`src/rtl/trigger_pkg.sv`:
```
// trigger_pkg: shared state encoding, default widths and t_user field offsets for the multi-channel trigger
package trigger_pkg;
  typedef enum logic {ST_ARMED = 1'b0, ST_HOLDOFF = 1'b1} state_e;
  localparam int DEF_DATA_W   = 16;
  localparam int DEF_BIN_W    = 8;
  localparam int DEF_NUM_CH   = 4;
  localparam int DEF_CH_W     = 2;
  localparam int DEF_CNT_W    = 4;
  localparam int USER_BIN_LSB = 0;
  localparam int USER_W       = 16;
  localparam int TDATA_W      = 32;
endpackage

```
`src/rtl/trigger_ch_tracker.sv`:
```
// trigger_ch_tracker: one channel's hit flag, running peak and consecutive-hit-frame counter
module trigger_ch_tracker
  import trigger_pkg::*;
#(
  parameter int DATA_W = DEF_DATA_W,
  parameter int BIN_W  = DEF_BIN_W,
  parameter int CNT_W  = DEF_CNT_W
) (
  input  logic              clk,
  input  logic              reset_b,
  input  logic              beat_en,
  input  logic              last_en,
  input  logic              clr_all,
  input  logic              hit_i,
  input  logic [DATA_W-1:0] val_i,
  input  logic [BIN_W-1:0]  bin_i,
  output logic [CNT_W-1:0]  consec_upd_o,
  output logic [DATA_W-1:0] peak_val_o,
  output logic [BIN_W-1:0]  peak_bin_o
);
  logic              hit_flag_q, hit_flag_d;
  logic [DATA_W-1:0] peak_val_q, peak_val_d;
  logic [BIN_W-1:0]  peak_bin_q, peak_bin_d;
  logic [CNT_W-1:0]  consec_q, consec_d;
  logic              load;
  // A hit replaces the peak only when strictly larger, so equal values keep the earlier (lower) bin
  assign load         = hit_i && (!hit_flag_q || val_i > peak_val_q);
  assign peak_val_o   = load ? val_i : peak_val_q;
  assign peak_bin_o   = load ? bin_i : peak_bin_q;
  assign consec_upd_o = !(hit_flag_q || hit_i) ? '0 : (&consec_q) ? consec_q : consec_q + 1'b1;
  // Next state: accumulate within a frame, reset the frame tracking on t_last
  always_comb begin
    hit_flag_d = beat_en ? (hit_flag_q || hit_i) && !last_en : hit_flag_q;
    peak_val_d = !beat_en ? peak_val_q : last_en ? '0 : peak_val_o;
    peak_bin_d = beat_en ? peak_bin_o : peak_bin_q;
    consec_d   = clr_all ? '0 : last_en ? consec_upd_o : consec_q;
  end
  // Channel state registers
  always_ff @(posedge clk or negedge reset_b) begin
    if (!reset_b) begin
      hit_flag_q <= 1'b0;
      peak_val_q <= '0;
      peak_bin_q <= '0;
      consec_q   <= '0;
    end else begin
      hit_flag_q <= hit_flag_d;
      peak_val_q <= peak_val_d;
      peak_bin_q <= peak_bin_d;
      consec_q   <= consec_d;
    end
  end
endmodule

```
`src/rtl/trigger_detect_mc.sv`:
```
// trigger_detect_mc: multi-channel FFT frame trigger with consecutive-frame qualification and holdoff
module trigger_detect_mc
  import trigger_pkg::*;
#(
  parameter int DATA_W = DEF_DATA_W,
  parameter int BIN_W  = DEF_BIN_W,
  parameter int NUM_CH = DEF_NUM_CH,
  parameter int CH_W   = DEF_CH_W,
  parameter int CNT_W  = DEF_CNT_W
) (
  input  logic               clk,
  input  logic               reset_b,
  input  logic [TDATA_W-1:0] t_data,
  input  logic               t_valid,
  input  logic               t_last,
  input  logic [USER_W-1:0]  t_user,
  output logic               t_ready,
  input  logic               enable,
  input  logic [DATA_W-1:0]  threshold,
  input  logic [BIN_W-1:0]   win_lo,
  input  logic [BIN_W-1:0]   win_hi,
  input  logic [CNT_W-1:0]   min_frames,
  input  logic [15:0]        holdoff_cycles,
  output logic               trigger,
  output logic [CH_W-1:0]    trig_ch,
  output logic [BIN_W-1:0]   trig_bin,
  output logic [DATA_W-1:0]  trig_peak,
  output logic               frame_done,
  output logic [CH_W-1:0]    frame_ch,
  output logic               armed
);
  logic              t_ready_q, trigger_q, frame_done_q, armed_q;
  logic [CH_W-1:0]   trig_ch_q, frame_ch_q;
  logic [BIN_W-1:0]  trig_bin_q;
  logic [DATA_W-1:0] trig_peak_q;
  state_e            state_q;
  logic [15:0]       hold_q;
  logic              accept, last_acc, hit, fire;
  logic [BIN_W-1:0]  bin;
  logic [CH_W-1:0]   ch;
  logic [CNT_W-1:0]  min_eff;
  logic [CNT_W-1:0]  upd [NUM_CH];
  logic [DATA_W-1:0] pk_val [NUM_CH];
  logic [BIN_W-1:0]  pk_bin [NUM_CH];
  logic              unused_bits;
  assign unused_bits = ^{t_data[TDATA_W-1:DATA_W], t_user[USER_W-1:USER_BIN_LSB+BIN_W+CH_W]};
  assign accept   = t_valid && t_ready_q;
  assign last_acc = accept && t_last;
  assign bin      = t_user[USER_BIN_LSB +: BIN_W];
  assign ch       = t_user[USER_BIN_LSB+BIN_W +: CH_W];
  // Positive sample strictly above threshold inside the inclusive window; an inverted window never matches
  assign hit      = accept && !t_data[DATA_W-1] && t_data[DATA_W-1:0] > threshold && bin >= win_lo && bin <= win_hi;
  assign min_eff  = min_frames | CNT_W'(min_frames == '0);
  assign fire     = last_acc && enable && state_q == ST_ARMED && upd[ch] >= min_eff;
  for (genvar i = 0; i < NUM_CH; i++) begin : g_ch
    trigger_ch_tracker #(.DATA_W(DATA_W), .BIN_W(BIN_W), .CNT_W(CNT_W)) u_trk (
      .clk          (clk),
      .reset_b      (reset_b),
      .beat_en      (accept && ch == CH_W'(i)),
      .last_en      (last_acc && ch == CH_W'(i)),
      .clr_all      (fire || !enable),
      .hit_i        (hit),
      .val_i        (t_data[DATA_W-1:0]),
      .bin_i        (bin),
      .consec_upd_o (upd[i]),
      .peak_val_o   (pk_val[i]),
      .peak_bin_o   (pk_bin[i])
    );
  end
  // Registered outputs: ready after reset, per-frame and per-trigger reporting
  always_ff @(posedge clk or negedge reset_b) begin
    if (!reset_b) begin
      t_ready_q    <= 1'b0;
      trigger_q    <= 1'b0;
      frame_done_q <= 1'b0;
      frame_ch_q   <= '0;
      trig_ch_q    <= '0;
      trig_bin_q   <= '0;
      trig_peak_q  <= '0;
    end else begin
      t_ready_q    <= 1'b1;
      trigger_q    <= fire;
      frame_done_q <= last_acc;
      if (last_acc) frame_ch_q <= ch;
      if (fire) begin
        trig_ch_q   <= ch;
        trig_bin_q  <= pk_bin[ch];
        trig_peak_q <= pk_val[ch];
      end
    end
  end
  // Holdoff FSM: counter loaded on trigger, back to ARMED the cycle it reads zero
  always_ff @(posedge clk or negedge reset_b) begin
    if (!reset_b) begin
      state_q <= ST_ARMED;
      hold_q  <= '0;
      armed_q <= 1'b0;
    end else if (state_q == ST_ARMED) begin
      if (fire) begin
        state_q <= ST_HOLDOFF;
        hold_q  <= holdoff_cycles;
        armed_q <= 1'b0;
      end else begin
        armed_q <= 1'b1;
      end
    end else if (hold_q == '0) begin
      state_q <= ST_ARMED;
      armed_q <= 1'b1;
    end else begin
      hold_q <= hold_q - 1'b1;
    end
  end
  assign t_ready    = t_ready_q;
  assign trigger    = trigger_q;
  assign trig_ch    = trig_ch_q;
  assign trig_bin   = trig_bin_q;
  assign trig_peak  = trig_peak_q;
  assign frame_done = frame_done_q;
  assign frame_ch   = frame_ch_q;
  assign armed      = armed_q;
endmodule

```
`config.mk`:
```
export PLATFORM = sky130hd
export DESIGN_NAME = trigger_detect_mc
export DESIGN_NICKNAME = d
export VERILOG_FILES = /design/src/rtl/trigger_pkg.sv /design/src/rtl/trigger_ch_tracker.sv /design/src/rtl/trigger_detect_mc.sv
export SDC_FILE = /design/constraint.sdc
export NUM_CORES = 1
export LEC_CHECK = 0
export CELL_PAD_IN_SITES_DETAIL_PLACEMENT = 0
export CELL_PAD_IN_SITES_GLOBAL_PLACEMENT = 1
export CORE_MARGIN = 2
export CORE_UTILIZATION = 44
export CTS_BUF_LIST = sky130_fd_sc_hd__clkbuf_16
export DETAILED_ROUTE_END_ITERATION = 7
export HOLD_SLACK_MARGIN = 0.08
export PLACE_DENSITY_LB_ADDON = 0.25
export SLEW_MARGIN = 10
export SYNTH_ARGS = -nofsm -noshare
export SYNTH_HDL_FRONTEND = slang
export SYNTH_SLANG_ARGS = --single-unit
```
`constraint.sdc`:
```
create_clock -name clk -period 4.7 [get_ports clk]
set_input_delay 0.47 -clock clk [delete_from_list [all_inputs] [get_ports clk]]
set_output_delay 0.47 -clock clk [all_outputs]
set_load 0.02 [all_outputs]
```
==> impl_metrics.tcl <==
set metrics [dict create \
    outcome "finished clean" \
    die_w_um 165 \
    rows 58 \
    die_area_um2 27100 \
    start_kind "primary input" \
    layout_min_cycle_time_ns 4.50 \
    routed-via-count 10300 \
    cts_root_buffer "clkbuf_16" \
    drc 0 \
    antenna_found_initial 0 \
    leakagePower_nw 6.35 \
    holdWs_ns 0.0421 \
    postSynth.asyncResetShare 1.00 \
    drv_slew 0 \
    synth_edf_count 0 \
    finalSetupTns_ns 0 \
    layout-drive-gt1-share 0.128 \
    switching_power_mw 1.06 \
    port_buffers 114 \
    htree_levels 4 \
    synthTopCellsByArea "dfrtp_1 36%, ha_1 12%, mux2i_1 4.1%, nand2_1 3.8%, a21oi_1 3.7%" \
    yosysMostFrequentCell "dfrtp_1" \
    rr_startpoint "t_ready" \
    cts_tree "built" \
    routed_wl_mm 33.8 \
    criticalPathCategory "in2reg" \
    reg2reg_depth 13 \
    avgSynthCellArea_um2 9.05 \
    skew_ns 0.0167 \
    fmax_ghz 0.222 \
    worst_path_max_delay_cell "clkdlybuf4s50_1" \
    design_area_um2 13900 \
    numCtsBuffers 17 \
    core_um2 25300 \
    clock_latency_ns 0.44 \
    first_iter_violations 805 \
    dp_hpwl_mm 24.2 \
    gp_congestion 0.881 \
    antenna_left 0 \
    cts_hold_repair.buffers 0 \
    p_per_area_nw_per_um2 252 \
    final_nets 1599 \
    clkTransAtPathRegs_ns 0.08 \
    tightest_slew_ns 0.805 \
    cts_num_sinks 165 \
    min_period_over_period 0.958 \
    grt_usage 0.256 \
    arrival_ns 4.80 \
    instances_no_fill 1732 \
    area_growth_pct 22.3 \
    setup_slack_ns 0.200 \
    synth-main-ff-cell "dfrtp_1" \
    overflow 0 \
    pwr-share-seq 0.437 \
    n_fill_cell 2328 \
    grt_pass1_wl_mm 53.8 \
    setup.worst_path.start "t_user[0]" \
    rrSetupSlack_ns 0.86 \
    clockPowerShare 0.402 \
    syn-num-nets 1464 \
    hold_class "in2async" \
    ys_seq_area_frac 0.364 \
    die_h_um 165 \
    grt_pass1_vias 9826 \
    cp_cell_sequence "clkdlybuf4s50_1 -> inv_1 -> ha_1 -> nand2b_1 -> a2111o_1 -> a31oi_1 -> buf_4 -> nor2_2 -> nand3_4 -> a21oi_1 -> mux4_2 -> ha_1 -> a21o_1 -> a21o_1 -> a21oi_1 -> or4_4 -> buf_4 -> a2111oi_0 -> a31oi_1" \
    dr.pass1.iters 5 \
    antenna_cells 0 \
    setup_viol 0 \
    ys_ff_latch 165 \
    grt_start_max_net_pins 90 \
    synth_cell_types 66 \
    multi_input_area_um2 6500 \
    start_util 0.449 \
    yosys.area.top_type "dfrtp_1" \
    io_pins 137 \
    synth_cells 1254 \
    detail_route.wl_per_cell_um 19.5 \
    synth_top_area_frac 0.364 \
    relSlewSlack 0.464 \
    place_area_um2 13300 \
    avgViaCountPerCell 5.95 \
    drv_cap 0 \
    netlist_area_um2 11300 \
    peakVddDrop_v 0.000200 \
    netSwitchingFraction 0.303 \
    cts_buffer_depth 2 \
    synthTopCellsByCount "165 x dfrtp_1, 116 x nand2_1, 106 x inv_1, 105 x ha_1, 84 x a21oi_1" \
    cts_resized 0 \
    yosys_warnings 0 \
    critPathCaptureType "flip-flop" \
    cp_max_fo 14 \
    required_ns 5.00 \
    critical-path-max-stage-delay_ns 0.49 \
    post_cts_buffers 0 \
    worst_r2r_endpoint "trig_peak[14]" \
    post-place-cells 1700 \
    place_ws_ns -0.389 \
    internal_power_mw 2.44 \
    p_comb_frac 0.161 \
    regArea_um2 4130 \
    hold_violations 0 \
    rsz0062_at_grt "false" \
]
metal layers:
| metal | global-route usage | routed length [µm] | up-vias |
|---|---|---|---|
| met3 | 0.0397 | 1920 | 42 |
| li1 | - | - | 4938 |
| met4 | 0.0692 | 565 | 0 |
| met2 | 0.410 | 15700 | 304 |
| met5 | 0 | 0 | - |
| met1 | 0.361 | 15600 | 5014 |
cells in the final DEF (no fill, tap or decap), types with 5 or more instances in the layout:
| cell type | instances |
|---|---|
| o21ai_0 | 35 |
| o32a_1 | 10 |
| clkdlybuf4s50_1 | 112 |
| inv_1 | 105 |
| a21oi_1 | 84 |
| mux2i_1 | 46 |
| o22a_1 | 10 |
| o2bb2ai_1 | 10 |
| a22o_1 | 29 |
| o22ai_1 | 41 |
| nand2_1 | 116 |
| nor2b_1 | 9 |
| mux2_2 | 31 |
| ha_1 | 105 |
| buf_4 | 83 |
| and3_1 | 7 |
| buf_12 | 5 |
| and2_1 | 8 |
| nor3_1 | 34 |
| a31oi_1 | 28 |
| a221oi_1 | 5 |
| dfrtp_1 | 165 |
| o211ai_1 | 16 |
| a41oi_1 | 11 |
| nand2b_1 | 6 |
| a211oi_1 | 6 |
| nand3_1 | 43 |
| nor2_1 | 46 |
| clkbuf_16 | 17 |
| or4_1 | 5 |
| a22oi_1 | 32 |
| nand4_1 | 33 |
| o2111ai_1 | 10 |
| a21o_1 | 13 |
| inv_8 | 5 |
logic make-up after synthesis:
logic type,Yosys count,synth area share
muxes,81,0.0786
DFF,165,0.364
buffers and inverters,192,0.0684
xor gates and xnor gates,7,0.00540
AOI/OAI and AO/OA,363,0.220
adders and majority gates,105,0.116
and+or+nand+nor,340,0.148
other,1,0.000331
state kept, by name, indices dropped and copies added, names as in the netlist, 4 cells and up:
name / flops
g_ch.u_trk.hit_flag_q: 4
g_ch.u_trk.consec_q: 16
trig_peak: 16
trig_bin: 8
g_ch.u_trk.peak_val_q: 64
hold_q: 16
g_ch.u_trk.peak_bin_q: 32
power groups by stage:
stage	Combinational (mW)	Clock, mW	Sequential, mW
3_5_place_dp	0.560	0	1.55
3_3_place_gp	0.549	0	1.55
2_1_floorplan	0.293	0	1.54
5_1_grt	0.633	1.48	1.54
4_1_cts	0.563	1.42	1.53
6_report	0.563	1.41	1.53
through the flow:
stage	power, mW	utilization
global route	3.65	0.550
CTS	3.51	0.549
finish	3.50	0.550
global placement	2.10	0.526
detailed placement	2.11	0.526
floorplan	1.84	-
final cells by class:
cell class / instances / share of cell area
multi-input combinational: 897 / 0.468
sequential: 165 / 0.298
timing repair buffer: 202 / 0.134
clock buffer: 17 / 0.0307
tap: 330 / 0.0298
inverter: 106 / 0.0287
clock inverter: 15 / 0.0112
critical path: cells and delay by family:
kind	cells	cell delay [ns]
buffers and inverters	4	0.95
AND/OR/NAND/NOR	4	0.78
adder cells (fa/ha/maj)	2	0.56
AO/OA/AOI/OAI	8	1.56
multiplexers	1	0.47
worst max-delay path by stage:
stage / cells past startpoint / endpoint / slack, ns
detailed placement: 17 / trig_peak[10] / -0.39
global placement: 17 / trig_peak[14] / -0.38
global route: 20 / trig_peak[10] / 0.02
finish: 19 / trig_peak[14] / 0.20
floorplan: 19 / trig_peak[12] / 0.17
CTS: 17 / trig_peak[10] / 0.07
(Power assumes the default switching activity.)
